### config.mk
export PLATFORM = sky130hd
export DESIGN_NAME = ifetch_queue
export DESIGN_NICKNAME = d
export VERILOG_FILES = /design/src/rtl/tartaruga_pkg.sv /design/src/rtl/ifq_fifo.sv /design/src/rtl/ifetch_queue.sv
export SDC_FILE = /design/constraint.sdc
export NUM_CORES = 1
export LEC_CHECK = 0
export CAP_MARGIN = 20
export CORE_MARGIN = 2
export CORE_UTILIZATION = 35
export CTS_BUF_LIST = sky130_fd_sc_hd__clkbuf_16
export DETAILED_ROUTE_END_ITERATION = 16
export PLACE_DENSITY = 0.67
export REMOVE_ABC_BUFFERS = 1
export SLEW_MARGIN = 20
export SYNTH_ARGS = -nofsm -noshare
export SYNTH_HDL_FRONTEND = slang
export SYNTH_SLANG_ARGS = --single-unit
### constraint.sdc
create_clock -name clk_i -period 3.5 [get_ports clk_i]
set_input_delay 0.875 -clock clk_i [delete_from_list [all_inputs] [get_ports clk_i]]
set_output_delay 0.875 -clock clk_i [all_outputs]
set_load 0.02 [all_outputs]
### src/rtl/tartaruga_pkg.sv
// Shared types for the tartaruga core.
// Fetch-queue entry and default depth live here next to the bus types.
package tartaruga_pkg;

    typedef logic [31:0] bus32_t;
    typedef logic [31:0] instruction_t;

    typedef struct packed {
        bus32_t       pc;
        instruction_t instr;
    } fetch_entry_t;

    localparam int IFQ_DEPTH = 4;

endpackage

### src/rtl/ifq_fifo.sv
// Show-ahead FIFO of fetch entries with synchronous flush.
// Head reads as zero when the FIFO is empty.
module ifq_fifo
    import tartaruga_pkg::*;
#(
    parameter int DEPTH = IFQ_DEPTH
) (
    input  logic                   clk_i,
    input  logic                   rstn_i,
    input  logic                   push_i,
    input  fetch_entry_t           data_i,
    input  logic                   pop_i,
    input  logic                   flush_i,
    output fetch_entry_t           data_o,
    output logic [$clog2(DEPTH):0] count_o
);

    localparam int AW = $clog2(DEPTH);
    localparam logic [AW:0] FULL = (AW + 1)'(DEPTH);

    fetch_entry_t  r_mem [DEPTH];
    logic [AW-1:0] r_wptr;
    logic [AW-1:0] r_rptr;
    logic [AW:0]   r_count;
    logic          w_push;
    logic          w_pop;

    assign w_pop  = pop_i && (r_count != '0);
    assign w_push = push_i && (w_pop || (r_count != FULL));

    always_ff @(posedge clk_i or negedge rstn_i) begin
        if (!rstn_i) begin
            r_wptr  <= '0;
            r_rptr  <= '0;
            r_count <= '0;
        end else if (flush_i) begin
            r_wptr  <= '0;
            r_rptr  <= '0;
            r_count <= '0;
        end else begin
            if (w_push) r_wptr <= r_wptr + AW'(1);
            if (w_pop)  r_rptr <= r_rptr + AW'(1);
            unique case ({w_push, w_pop})
                2'b10:   r_count <= r_count + (AW + 1)'(1);
                2'b01:   r_count <= r_count - (AW + 1)'(1);
                default: r_count <= r_count;
            endcase
        end
    end

    // Storage needs no reset: count gates every read.
    always_ff @(posedge clk_i) begin
        if (w_push && !flush_i) r_mem[r_wptr] <= data_i;
    end

    assign data_o  = (r_count != '0) ? r_mem[r_rptr] : '0;
    assign count_o = r_count;

endmodule

### src/rtl/ifetch_queue.sv
// Instruction prefetch queue: sequential PC generation, credit-limited
// memory requests, stale-response discard on redirect, show-ahead output.
module ifetch_queue
    import tartaruga_pkg::*;
#(
    parameter int     DEPTH    = IFQ_DEPTH,
    parameter bus32_t RESET_PC = 32'h0000_0000
) (
    input  logic         clk_i,
    input  logic         rstn_i,
    input  logic         taken_branch_i,
    input  bus32_t       new_pc_i,
    output logic         imem_req_valid_o,
    input  logic         imem_req_ready_i,
    output bus32_t       imem_req_addr_o,
    input  logic         imem_rsp_valid_i,
    input  instruction_t imem_rsp_data_i,
    output logic         instr_valid_o,
    input  logic         instr_ready_i,
    output bus32_t       pc_o,
    output instruction_t instr_o
);

    localparam int CW = $clog2(DEPTH) + 1;
    localparam logic [CW+1:0] LIMIT = (CW + 2)'(DEPTH);

    bus32_t        r_fetch_pc;
    bus32_t        r_rsp_pc;
    logic [CW-1:0] r_outstanding;
    logic [CW-1:0] r_discard;
    logic [CW-1:0] w_count;
    logic [CW+1:0] w_credits;
    logic          w_req_fire;
    logic          w_rsp_drop;
    logic          w_rsp_take;
    logic          w_rsp_any;
    logic          w_push;
    logic          w_pop;
    fetch_entry_t  w_push_entry;
    fetch_entry_t  w_head;

    // Every slot is reserved from request until pop or discard.
    assign w_credits = (CW + 2)'(w_count)
                     + (CW + 2)'(r_outstanding)
                     + (CW + 2)'(r_discard);

    assign imem_req_valid_o = rstn_i && !taken_branch_i && (w_credits < LIMIT);
    assign imem_req_addr_o  = rstn_i ? r_fetch_pc : '0;
    assign w_req_fire       = imem_req_valid_o && imem_req_ready_i;

    assign w_rsp_drop = imem_rsp_valid_i && (r_discard != '0);
    assign w_rsp_take = imem_rsp_valid_i && (r_discard == '0)
                     && (r_outstanding != '0);
    assign w_rsp_any  = w_rsp_drop || w_rsp_take;
    assign w_push     = w_rsp_take && !taken_branch_i;

    assign instr_valid_o = (w_count != '0) && !taken_branch_i;
    assign w_pop         = instr_valid_o && instr_ready_i;

    assign w_push_entry = '{pc: r_rsp_pc, instr: imem_rsp_data_i};
    assign pc_o         = w_head.pc;
    assign instr_o      = w_head.instr;

    ifq_fifo #(
        .DEPTH (DEPTH)
    ) u_fifo (
        .clk_i   (clk_i),
        .rstn_i  (rstn_i),
        .push_i  (w_push),
        .data_i  (w_push_entry),
        .pop_i   (w_pop),
        .flush_i (taken_branch_i),
        .data_o  (w_head),
        .count_o (w_count)
    );

    always_ff @(posedge clk_i or negedge rstn_i) begin
        if (!rstn_i) begin
            r_fetch_pc    <= RESET_PC;
            r_rsp_pc      <= RESET_PC;
            r_outstanding <= '0;
            r_discard     <= '0;
        end else if (taken_branch_i) begin
            // In-flight requests become discards; a same-cycle response is one of them.
            r_fetch_pc    <= new_pc_i;
            r_rsp_pc      <= new_pc_i;
            r_outstanding <= '0;
            r_discard     <= r_discard + r_outstanding - CW'(w_rsp_any);
        end else begin
            if (w_req_fire) r_fetch_pc <= r_fetch_pc + 32'd4;
            if (w_rsp_take) r_rsp_pc <= r_rsp_pc + 32'd4;
            if (w_rsp_drop) r_discard <= r_discard - CW'(1);
            r_outstanding <= r_outstanding + CW'(w_req_fire) - CW'(w_rsp_take);
        end
    end

    a_rsp_expected: assert property (
        @(posedge clk_i) disable iff (!rstn_i)
        imem_rsp_valid_i |-> ((r_outstanding != '0) || (r_discard != '0))
    );

    a_no_overflow: assert property (
        @(posedge clk_i) disable iff (!rstn_i)
        w_count <= CW'(DEPTH)
    );

endmodule

==> summary.txt <==
STA
  • Fin crit share: 101%
  • Setup TNS: -0.0318 ns
  • Final Skew: 0.0103 ns
  • PnR worst setup slack: -0.0318 ns
  • Worst-Margin Slew: 0.946 ns
  • Setup violators final: 1
  • RSZ-0062 raised after global routing: yes
  • Max-slew headroom: 36.4%
  • Slew Limit Fails: 0
  • F_max: 283 MHz
  • Final min period: 3.53 ns
  • Final hold violations: 0

Yosys
  • Ys Warns: 0
  • FFs w/ async S/R, synth: 23.1%
  • Synthesized-area fraction occupied by adder cells: 2.19%
  • Area contributors post-synth: edfxtp_1 53%, dfrtp_1 13%, mux4_2 9.9%, nor2b_1 2.9%, xnor2_1 1.6%
  • Complex-gate fraction of the synthesized area: 3.82%
  • Post-synthesis mux area share: 11.5%
  • Biggest area consumer among synthesized cells: edfxtp_1
  • Sequential area share after synthesis: 65.9%
  • Most used flip-flop cell after synthesis: edfxtp_1
  • Post-Syn Area per Cell: 15.5 um^2
  • Yosys top cell area share: 52.7%
  • Synth unique cells: 54
  • Post-synthesis simple-gate area fraction: 11.7%
  • Post-synth EDFFs: 256
  • Synth Area in XOR/XNOR: 2.88%
  • Syn Inst Count: 943
  • #FFs+latches synth: 333
  • Post-synthesis cell area: 14600 um^2
  • Main combinational cell family by area after synthesis: simple AND/OR/NAND/NOR gates

Global routing
  • Largest net degree at the start of global routing: 66
  • Vias in the first global route: 9128
  • Initial antenna violation count: 3
  • GRT Total Usage: 16.8%
  • Overflow after GRT: 0
  • First-pass GRT wire length: 55600 um

Worst setup path
  • Worst r2r dst: r_outstanding[2]$_DFF_PN0_
  • CP Launch Type: register
  • R2r startpoint: u_fifo.count_o[1]$_DFFE_PN0P_
  • Critical path class: reg2out
  • WP data required: 2.62 ns
  • Worst reg2reg path depth: 16
  • Arrival time at the worst endpoint: 2.66 ns
  • Crit-path max FO: 2
  • CP Capture Type: output port
  • Reg-to-reg slack, setup: 0.10 ns

Status
  • Status: complete, but fails checks
  • Failing checks: negative setup slack

Routing
  • Starting DRT DRC Count: 602
  • Residual DRC count: 0
  • Routed Antenna Nets: 0
  • Vias/cell: 5.14
  • DRT Pass-1 Iters: 5
  • Vias: 8868
  • Drt wl/cell: 20.9 um
  • Detailed Route WL: 36000 um

Die
  • Core Area: 41000 um^2
  • Initial core utilization: 35.6%
  • Ports: 168
  • Chip width: 208 um
  • Die Y: 208 um
  • Total die area: 43300 um^2
  • # rows: 74

Final layout
  • Register area: 9620 um^2
  • Share of layout cells above drive strength 1: 19.2%
  • Final cell count without fillers: 1726
  • Layout area overhead: 27.6%
  • Area of the multi-input gates: 4750 um^2
  • Fillers: 3634
  • Cell area after layout: 18600 um^2
  • Final core utilization: 45.4%
  • Nets: 1258

Power
  • Sequential Power Share: 39.9%
  • Clk pwr share: 31.1%
  • Internal cell power: 8.27 mW
  • Total Power: 11.8 mW
  • P_leak: 6.53 nW
  • Switching Fraction: 29.9%
  • Max VDD drop: 265 uV
  • Combinational power share: 29.0%
  • Pwr/cell area: 633 nW/um^2
  • Sw Pwr: 3.52 mW

Clock network
  • CTS Buffer Depth: 3
  • Htree depth: 2
  • Worst-skew pair later-pin latency: 0.51 ns
  • TritonCTS Buffers: 37
  • TritonCTS Sinks: 333
  • Clock Tree Root: clkbuf_16
  • CTS tree: built
  • Clock slew at reported path FFs: 0.06 ns
  • Post-CTS Hold Fix Bufs: 0

Run
  • MaxCap Viol Count: 0

Placed design
  • Placed cell count: 1652
  • Hpwl dp: 23800 um
  • Routability cong.: 0.815
  • Port bufs: 167
  • Cell Area, Placed: 17300 um^2

Min path
  • Worst Hold Class: in2async
[repair_timing]
item                                   in CTS  in global routing
buffers inserted                            4                  3
gates resized for setup                    13                 23
setup endpoints to repair                  56                 15
endpoints found under the hold margin       0                  0
pin swaps                                   3                  4
[logic make-up (layout without fill, tap and decap cells)]
family,Yosys count,after routing
flops,333,333
fa+ha+maj,22,22
mux,86,86
other cells,0,2
simple gates,295,295
buf+inv,74,323
xor+xnor,48,48
compound gates,85,85
[per-layer routing]
layer / vias up / routed length [um] / GRT usage (%)
met4: 2 / 863 / 5.16
met2: 249 / 17100 / 26.9
met3: 51 / 1760 / 3.05
li1: 4049 / - / -
met5: - / 9 / 0
met1: 4517 / 16300 / 23.4
[cells in the mapped netlist (8+ instances only)]
cell type and instances:
nand2_1 52, and2_1 32, nor2_1 21, clkbuf_1 26
nand3_1 28, buf_2 13, a21o_1 8, mux2_2 17
nand4_1 29, xor2_1 22, mux4_2 64, inv_1 30
dfrtp_1 77, xnor2_1 26, a21oi_1 12, ha_1 16
nor2b_1 68, o21ai_0 26, edfxtp_1 256, nor3_1 18
[registers in the layout, indices dropped and copies added (netlist names)]
signal	count
r_discard	3
r_fetch_pc	32
r_outstanding	3
r_rsp_pc	32
u_fifo.count_o	3
u_fifo.r_mem	256
u_fifo.r_rptr	2
u_fifo.r_wptr	2
[power groups by stage]
stage | sequential (mW) | combinational [mW] | clock, mW
after floorplan | 4.80 | 1.82 | 0
after global placement | 4.79 | 3.32 | 0
after detailed placement | 4.80 | 3.35 | 0
after CTS | 4.70 | 3.44 | 3.76
after global routing | 4.73 | 3.71 | 3.92
final | 4.71 | 3.42 | 3.66
[cell usage in the layout (no fill, tap or decap), drive strengths merged, types with 21 or more instances in the layout]
| cell | netlist | routed |
|---|---|---|
| xnor2 | 26 | 26 |
| nor2b | 68 | 68 |
| nor2 | 21 | 21 |
| nand3 | 28 | 28 |
| mux4 | 64 | 64 |
| dfrtp | 77 | 77 |
| buf | 17 | 63 |
| nand4 | 29 | 29 |
| xor2 | 22 | 22 |
| clkbuf | 26 | 37 |
| inv | 31 | 41 |
| o21ai | 26 | 26 |
| nand2 | 52 | 52 |
| and2 | 32 | 32 |
| clkdlybuf4s50 | 0 | 152 |
| edfxtp | 256 | 256 |
[through the flow]
stage,hold slack (ns),worst slack [ns]
final,0.372,-0.0318
after global routing,0.382,-0.145
after CTS,0.365,-0.0321
after detailed placement,0.504,-0.0858
after global placement,0.497,-0.113
after floorplan,0.476,-1.69
[how the worst max path moves through the flow]
stage	from	to	slack (ns)	cells past startpoint
floorplan	u_fifo.count_o[0]$_DFFE_PN0P_	instr_valid_o	-1.69	2
global route	r_outstanding[2]$_DFF_PN0_	imem_req_valid_o	-0.15	8
detailed placement	r_outstanding[2]$_DFF_PN0_	imem_req_valid_o	-0.09	8
finish	r_outstanding[2]$_DFF_PN0_	imem_req_valid_o	-0.03	8
global placement	r_outstanding[2]$_DFF_PN0_	imem_req_valid_o	-0.11	8
CTS	r_outstanding[2]$_DFF_PN0_	imem_req_valid_o	-0.03	8
[critical path, stage by stage, from the launching register on]
cell and delay, ns:
dfrtp_1 0.37, inv_2 0.05, fa_1 0.55, inv_2 0.05
ha_1 0.27, nor3b_1 0.15, a211o_1 0.31, a211oi_2 0.22
buf_4 0.19
[cell type report]
class | count | share of cell area (%)
repair buffers | 227 | 12.5
flip-flops and latches | 333 | 51.7
clock buffers | 37 | 4.97
multi-input cells | 536 | 25.5
diodes | 2 | 0.0269
clock inverters | 28 | 1.16
inverters | 31 | 0.625
well taps | 532 | 3.57
(Power assumes the default switching activity.)
